===== src/rtl/egg_timer_ctrl_if.sv =====
// Signal bundle between the button/tick front end and the egg timer sequencer.
// The adj_min pulse exists only when EGG_TIMER_ADJ_EN is defined.
interface egg_timer_ctrl_if;
  logic       start;
  logic       pause;
  logic       sec_tick;
`ifdef EGG_TIMER_ADJ_EN
  logic       adj_min;
`endif
  logic [7:0] min_bcd;
  logic [7:0] sec_bcd;
  logic       running;
  logic       alarm;

  modport master (
`ifdef EGG_TIMER_ADJ_EN
    output adj_min,
`endif
    output start, pause, sec_tick,
    input  min_bcd, sec_bcd, running, alarm
  );

  modport slave (
`ifdef EGG_TIMER_ADJ_EN
    input  adj_min,
`endif
    input  start, pause, sec_tick,
    output min_bcd, sec_bcd, running, alarm
  );
endinterface


===== src/rtl/egg_timer_ctrl.sv =====
// BCD mm:ss countdown sequencer with start/pause/resume and a timed alarm phase.
// Optional feature macro EGG_TIMER_ADJ_EN adds in-IDLE minute adjustment.
module egg_timer_ctrl #(
  parameter int PRESET_MIN = 3,
  parameter int PRESET_SEC = 0,
  parameter int ALARM_SECS = 5
) (
  input  logic             clk,
  input  logic             rst,
  egg_timer_ctrl_if.slave  bus
);

  localparam logic [7:0] PRESET_MIN_BCD = {4'(PRESET_MIN / 10), 4'(PRESET_MIN % 10)};
  localparam logic [7:0] PRESET_SEC_BCD = {4'(PRESET_SEC / 10), 4'(PRESET_SEC % 10)};
  localparam logic [7:0] ALARM_INIT     = 8'(ALARM_SECS);

  typedef enum logic [1:0] {ST_IDLE, ST_RUN, ST_PAUSE, ST_ALARM} state_t;

  state_t     state, state_nxt;
  logic [7:0] min_q, min_nxt;
  logic [7:0] sec_q, sec_nxt;
  logic [7:0] cnt_q, cnt_nxt;
  logic [7:0] reload_min;
  logic       time_zero;

  // 00 wraps to 99; otherwise borrow from tens when units are 0.
  function automatic logic [7:0] bcd_dec(input logic [7:0] v);
    if (v == 8'h00)         return 8'h99;
    else if (v[3:0] == 4'd0) return {v[7:4] - 4'd1, 4'd9};
    else                     return {v[7:4], v[3:0] - 4'd1};
  endfunction

`ifdef EGG_TIMER_ADJ_EN
  logic [7:0] reload_q, reload_nxt;
  assign reload_min = reload_q;

  function automatic logic [7:0] bcd_inc(input logic [7:0] v);
    if (v == 8'h99)          return 8'h00;
    else if (v[3:0] == 4'd9) return {v[7:4] + 4'd1, 4'd0};
    else                     return {v[7:4], v[3:0] + 4'd1};
  endfunction
`else
  assign reload_min = PRESET_MIN_BCD;
`endif

  assign time_zero = (min_q == 8'h00) && (sec_q == 8'h00);

  // NOTE: sequential state uses non-blocking assignments only, so every register samples pre-edge values.
  always_ff @(posedge clk) begin
    if (rst) begin
      state <= ST_IDLE;
      min_q <= PRESET_MIN_BCD;
      sec_q <= PRESET_SEC_BCD;
      cnt_q <= 8'd0;
`ifdef EGG_TIMER_ADJ_EN
      reload_q <= PRESET_MIN_BCD;
`endif
    end else begin
      state <= state_nxt;
      min_q <= min_nxt;
      sec_q <= sec_nxt;
      cnt_q <= cnt_nxt;
`ifdef EGG_TIMER_ADJ_EN
      reload_q <= reload_nxt;
`endif
    end
  end

  // NOTE: every next value defaults to the current value first, so no path can infer a latch.
  always_comb begin
    state_nxt = state;
    min_nxt   = min_q;
    sec_nxt   = sec_q;
    cnt_nxt   = cnt_q;
`ifdef EGG_TIMER_ADJ_EN
    reload_nxt = reload_q;
`endif
    unique case (state)
      ST_IDLE: begin
        if (bus.start && !time_zero) begin
          state_nxt = ST_RUN;
`ifdef EGG_TIMER_ADJ_EN
        end else if (bus.adj_min) begin
          min_nxt    = bcd_inc(min_q);
          reload_nxt = bcd_inc(min_q);
`endif
        end
      end
      ST_RUN: begin
        if (bus.sec_tick) begin
          if (min_q == 8'h00 && sec_q == 8'h01) begin
            sec_nxt   = 8'h00;
            cnt_nxt   = ALARM_INIT;
            state_nxt = ST_ALARM;
          end else begin
            if (sec_q == 8'h00) begin
              sec_nxt = 8'h59;
              min_nxt = bcd_dec(min_q);
            end else begin
              sec_nxt = bcd_dec(sec_q);
            end
            if (bus.pause) state_nxt = ST_PAUSE;
          end
        end else if (bus.pause) begin
          state_nxt = ST_PAUSE;
        end
      end
      ST_PAUSE: begin
        if (bus.start) state_nxt = ST_RUN;
      end
      ST_ALARM: begin
        if (bus.start || (bus.sec_tick && cnt_q == 8'd1)) begin
          state_nxt = ST_IDLE;
          min_nxt   = reload_min;
          sec_nxt   = PRESET_SEC_BCD;
          cnt_nxt   = 8'd0;
        end else if (bus.sec_tick) begin
          cnt_nxt = cnt_q - 8'd1;
        end
      end
      default: state_nxt = ST_IDLE;
    endcase
  end

  // Outputs decode registers only; no input reaches them combinationally.
  always_comb begin
    bus.min_bcd = min_q;
    bus.sec_bcd = sec_q;
    bus.running = (state == ST_RUN);
    bus.alarm   = (state == ST_ALARM);
  end

endmodule


===== src/flat_wrapper.sv =====
// flat-port wrapper written by rule: the top's interface ports become plain ports
module egg_timer_ctrl_flat 
#(
  parameter int PRESET_MIN = 3,
  parameter int PRESET_SEC = 0,
  parameter int ALARM_SECS = 5
)
  (clk, rst, bus_start, bus_pause, bus_sec_tick, bus_min_bcd, bus_sec_bcd, bus_running, bus_alarm);
  egg_timer_ctrl_if bus_i ();
  input  logic clk;
  input  logic rst;
  input wire logic [$bits(bus_i.start)-1:0] bus_start;
  input wire logic [$bits(bus_i.pause)-1:0] bus_pause;
  input wire logic [$bits(bus_i.sec_tick)-1:0] bus_sec_tick;
  output wire logic [$bits(bus_i.min_bcd)-1:0] bus_min_bcd;
  output wire logic [$bits(bus_i.sec_bcd)-1:0] bus_sec_bcd;
  output wire logic [$bits(bus_i.running)-1:0] bus_running;
  output wire logic [$bits(bus_i.alarm)-1:0] bus_alarm;
  assign bus_i.start = bus_start;
  assign bus_i.pause = bus_pause;
  assign bus_i.sec_tick = bus_sec_tick;
  assign bus_min_bcd = bus_i.min_bcd;
  assign bus_sec_bcd = bus_i.sec_bcd;
  assign bus_running = bus_i.running;
  assign bus_alarm = bus_i.alarm;
  egg_timer_ctrl #(.PRESET_MIN(PRESET_MIN), .PRESET_SEC(PRESET_SEC), .ALARM_SECS(ALARM_SECS)) u_core (.clk(clk), .rst(rst), .bus(bus_i));
endmodule

===== config.mk =====
export PLATFORM = sky130hd
export DESIGN_NAME = egg_timer_ctrl_flat
export DESIGN_NICKNAME = d
export VERILOG_FILES = /design/src/rtl/egg_timer_ctrl_if.sv /design/src/rtl/egg_timer_ctrl.sv /design/src/flat_wrapper.sv
export SDC_FILE = /design/constraint.sdc
export NUM_CORES = 1
export LEC_CHECK = 0
export ABC_CLOCK_PERIOD_IN_PS = 2700
export CAP_MARGIN = 40
export CORE_MARGIN = 2
export CORE_UTILIZATION = 25
export CTS_CLUSTER_DIAMETER = 50
export DETAILED_ROUTE_END_ITERATION = 8
export GPL_ROUTABILITY_DRIVEN = 1
export PLACE_DENSITY = 0.51
export SYNTH_ARGS = -nofsm -noshare
export SYNTH_HDL_FRONTEND = slang
export SYNTH_SLANG_ARGS = --single-unit

===== constraint.sdc =====
create_clock -name clk -period 2.7 [get_ports clk]
set_clock_uncertainty 0.2 [all_clocks]
set_input_delay 0.405 -clock clk [delete_from_list [all_inputs] [get_ports clk]]
set_output_delay 0.405 -clock clk [all_outputs]
set_load 0.05 [all_outputs]

==> flow_metrics.env <==
export IMPL_r2r_cells=7
export IMPL_grt_overflow=0
export IMPL_synth_adder_area_share_pct=6.43
export IMPL_start_util_pct=25.8
export IMPL_synth_seq_cells=26
export IMPL_switching_power_uw=300
export IMPL_critPathMaxFanout=4
export IMPL_gr_usage_met2_pct=19.1
export IMPL_synth_distinct_cells=58
export IMPL_track_usage_pct=12.4
export IMPL_synthXorXnorAreaFrac_pct=0
export IMPL_pwr_share_seq_pct=45.4
export IMPL_dp_cells=336
export IMPL_finalSetupViolCount=0
export IMPL_core_um2=6790
export IMPL_io_pins=23
export IMPL_layout_drive_gt1_share_pct=14.8
export IMPL_synth_edf_count=0
export IMPL_vdd_drop_max_mv=0.175
export IMPL_cts_setup_buffers=0
export IMPL_synth_compound_area_share_pct=24.0
export IMPL_final_antenna_net_count=0
export IMPL_p_leak_uw=0.000849
export IMPL_hold_ws_ns=0.315
export IMPL_final_nets=259
export IMPL_syn_cell_area_um2=1750
export IMPL_vias=1642
export IMPL_cts_made_buffers=3
export IMPL_hold_path_depth=2
export IMPL_post_route_min_period_ns=2.56
export IMPL_cts_htree_levels=1
export IMPL_vias_per_cell=4.83
export IMPL_swShare_pct=32.6
export IMPL_worst_pin_slew_ns=0.537
export IMPL_synthMuxAreaShare_pct=4.00
export IMPL_wl_mm=4.45
export IMPL_synth_top_family_by_area="simple AND/OR/NAND/NOR gates"
export IMPL_post_route_period_util_pct=95.0
export IMPL_intPower_uw=621
export IMPL_clockPowerShare_pct=29.3
export IMPL_cap_violations=0
export IMPL_setup_tns_ns=0
export IMPL_grt_busiest_layer="met2"
export IMPL_die_height_um=87.7
export IMPL_maxSlewViolCount=0
export IMPL_synth_area_per_cell_um2=8.34
export IMPL_path_cells="inv_1, ha_1, or3b_2, or3_4, a31oi_4, a211oi_4, mux2_4"
export IMPL_synthArstFlopShare_pct=0
export IMPL_areaGrowthSynthToFinish_pct=25.4
export IMPL_syn_num_nets=224
export IMPL_crit_arrival_ns=2.54
export IMPL_die_w_um=87.7
export IMPL_crit_family="simple AND/OR/NAND/NOR gates"
export IMPL_rrSetupSlack_ns=0.14
export IMPL_crit_type="flop to flop"
export IMPL_worst_path_max_delay_cell="or3b_2"
export IMPL_grt_pass1_wl_mm=7.67
export IMPL_cp_required_ns=2.68
export IMPL_ys_warn_count=0
export IMPL_yosysSeqAreaShare_pct=29.7
export IMPL_clk_pin_slew_ns=0.10
export IMPL_synthSimpleGateAreaFrac_pct=28.1
export IMPL_post_dp_hpwl_mm=3.44
export IMPL_slowest_delay_ns=0.54
export IMPL_synth_flop_cell="dfxtp_1"
export IMPL_combPwrFrac_pct=25.3
export IMPL_use_met3_pct=1.89
export IMPL_rsz0062_at_grt="false"
export IMPL_cp_end_kind="flop"
export IMPL_max_slew_margin_pct=64.1
export IMPL_grt_max_degree=15
export IMPL_cts_sinks=26
export IMPL_insertion_delay_ns=0.28
export IMPL_holdCritStartpoint="u_core.cnt_q[7]$_SDFFE_PP0P_"
export IMPL_hold_path_end="u_core.cnt_q[7]$_SDFFE_PP0P_"
export IMPL_drt_initial_drc_count=87
export IMPL_syn_inst=210
export IMPL_powerDensity_nw_per_um2=420
export IMPL_antenna_found_initial=0
export IMPL_hp_class="flop to flop"
export IMPL_die_area_um2=7690
export IMPL_route_detailed_drc=0
export IMPL_status="finished, final reports clean"
export IMPL_diodes=0
export IMPL_hold_viol_final=0
export IMPL_fin_cells=340
export IMPL_clockBufferDepth=2
export IMPL_clock_root_buffer="clkbuf_8"
export IMPL_firstDrtPassIters=4
export IMPL_cp_start_kind="flop"
export IMPL_fmax_ghz=0.390
export IMPL_path_buf_inv=1
export IMPL_postPlaceCellArea_um2=2130
export IMPL_cts_tree="built"
export IMPL_grt_use_met1_pct=18.2
export IMPL_reg2reg_from="u_core.bus.min_bcd[4]$_SDFFE_PP0P_"
export IMPL_reg2reg_to="u_core.bus.min_bcd[4]$_SDFFE_PP0P_"
export IMPL_design_area_um2=2200
export IMPL_fp_row_count=30
export IMPL_first_global_vias=1574
export IMPL_wl_per_cell_um=13.1
export IMPL_gp_congestion=0.816
export IMPL_portBuffers=22
==> through the flow <==
stage          util [%]  power, uW  setup slack [ns]
2_1_floorplan         -        586            0.0481
3_3_place_gp       31.4        660             0.105
3_5_place_dp       31.4        660           0.00387
4_1_cts            32.2        928             0.137
5_1_grt            32.3        968            0.0176
6_report           32.3        922             0.135
==> worst max path at each step <==
stage                                                  start                                 end  slack [ns]  depth (start not counted)
after global placement                          bus_sec_tick        u_core.cnt_q[2]$_SDFFE_PP0P_        0.11                          6
after CTS                 u_core.bus.min_bcd[4]$_SDFFE_PP0P_        u_core.cnt_q[7]$_SDFFE_PP0P_        0.14                          7
after global routing      u_core.bus.min_bcd[4]$_SDFFE_PP0P_        u_core.cnt_q[5]$_SDFFE_PP0P_        0.02                          7
final                     u_core.bus.min_bcd[4]$_SDFFE_PP0P_  u_core.bus.min_bcd[4]$_SDFFE_PP0P_        0.14                          7
after floorplan           u_core.bus.min_bcd[4]$_SDFFE_PP0P_  u_core.bus.min_bcd[4]$_SDFFE_PP0P_        0.05                          7
after detailed placement                        bus_sec_tick        u_core.cnt_q[7]$_SDFFE_PP0P_       0.004                          6
==> cell families (layout without fill, tap and decap cells) <==
logic type,Yosys count,count (layout)
adders and majority gates,9,9
AOI/OAI and AO/OA,56,56
DFF,26,26
muxes,6,6
buffers and inverters,26,60
and+or+nand+nor,87,87
==> metal layers <==
layer  up-vias  part of all wire (%)
met2        29                    42
met1       765                    54
met4         0                   1.2
met3         5                   3.1
met5         -                     0
li1        843                     -
==> cells in the final DEF, fill, tap and decap left out, drive strengths merged, types with 2 or more instances in the layout <==
cell type and n:
dfxtp 26, nor2 22, clkdlybuf4s50 20, inv 19, buf 16, nand2 15, o21ai 13, a21oi 11
nor3 9, ha 9, nand3 7, or3 6, a211oi 5, a31oi 5, mux2i 4, clkbuf 4
or3b 4, nor4 4, nor3b 4, nand4 3, nand2b 2, nand4bb 2, o211ai 2, mux2 2
o2bb2ai 2, a21o 2, or4 2
==> registers in the layout, indices dropped and copies added (netlist names) <==
signal / count
u_core.bus.min_bcd: 8
u_core.bus.sec_bcd: 8
u_core.cnt_q: 8
u_core.state: 2
==> power by group through the flow <==
stage	registers, uW	clock network (uW)	logic (uW)
2_1_floorplan	453	0	133
3_3_place_gp	427	0	233
3_5_place_dp	427	0	233
4_1_cts	418	276	234
5_1_grt	422	290	255
6_report	419	270	233
==> cells in the mapped netlist (2+ instances only) <==
cell type	number	area [um^2]
nor2_1	21	78.8
a211oi_1	4	30.0
nand4bb_1	2	22.5
o211ai_1	2	15.0
a21o_1	2	15.0
nand3_1	7	35.0
a21oi_1	11	55.1
mux2i_1	4	40.0
o21ai_0	12	60.1
buf_6	5	56.3
nor3_1	9	45.0
ha_1	9	113
nand2_1	15	56.3
dfxtp_1	26	521
o2bb2ai_1	2	17.5
inv_1	19	71.3
or3_1	5	31.3
mux2_4	2	30.0
or3b_2	3	26.3
nand2b_1	2	12.5
nor4_1	4	25.0
nor3b_1	3	22.5
a31oi_1	4	25.0
nand4_1	3	18.8
==> worst min-delay path, cell delays in order (launching register included) <==
cell and delay [ns]:
dfxtp_1 0.33, o21ai_0 0.08, a21oi_1 0.06
==> repair_timing <==
item	4_1_cts	5_1_grt
endpoints found under the hold margin	0	0
hold buffers	0	0
gates resized for setup	0	2
setup endpoints to repair	0	6
==> final cells by class <==
class,count,area [um^2]
fillers,725,4600
repair buffers,36,320
inverters,20,75.1
well taps,96,120
flip-flops and latches,26,520
multi-input cells,158,1110
clock buffers,4,55.1
No activity file was read; power rests on OpenSTA's default activity.
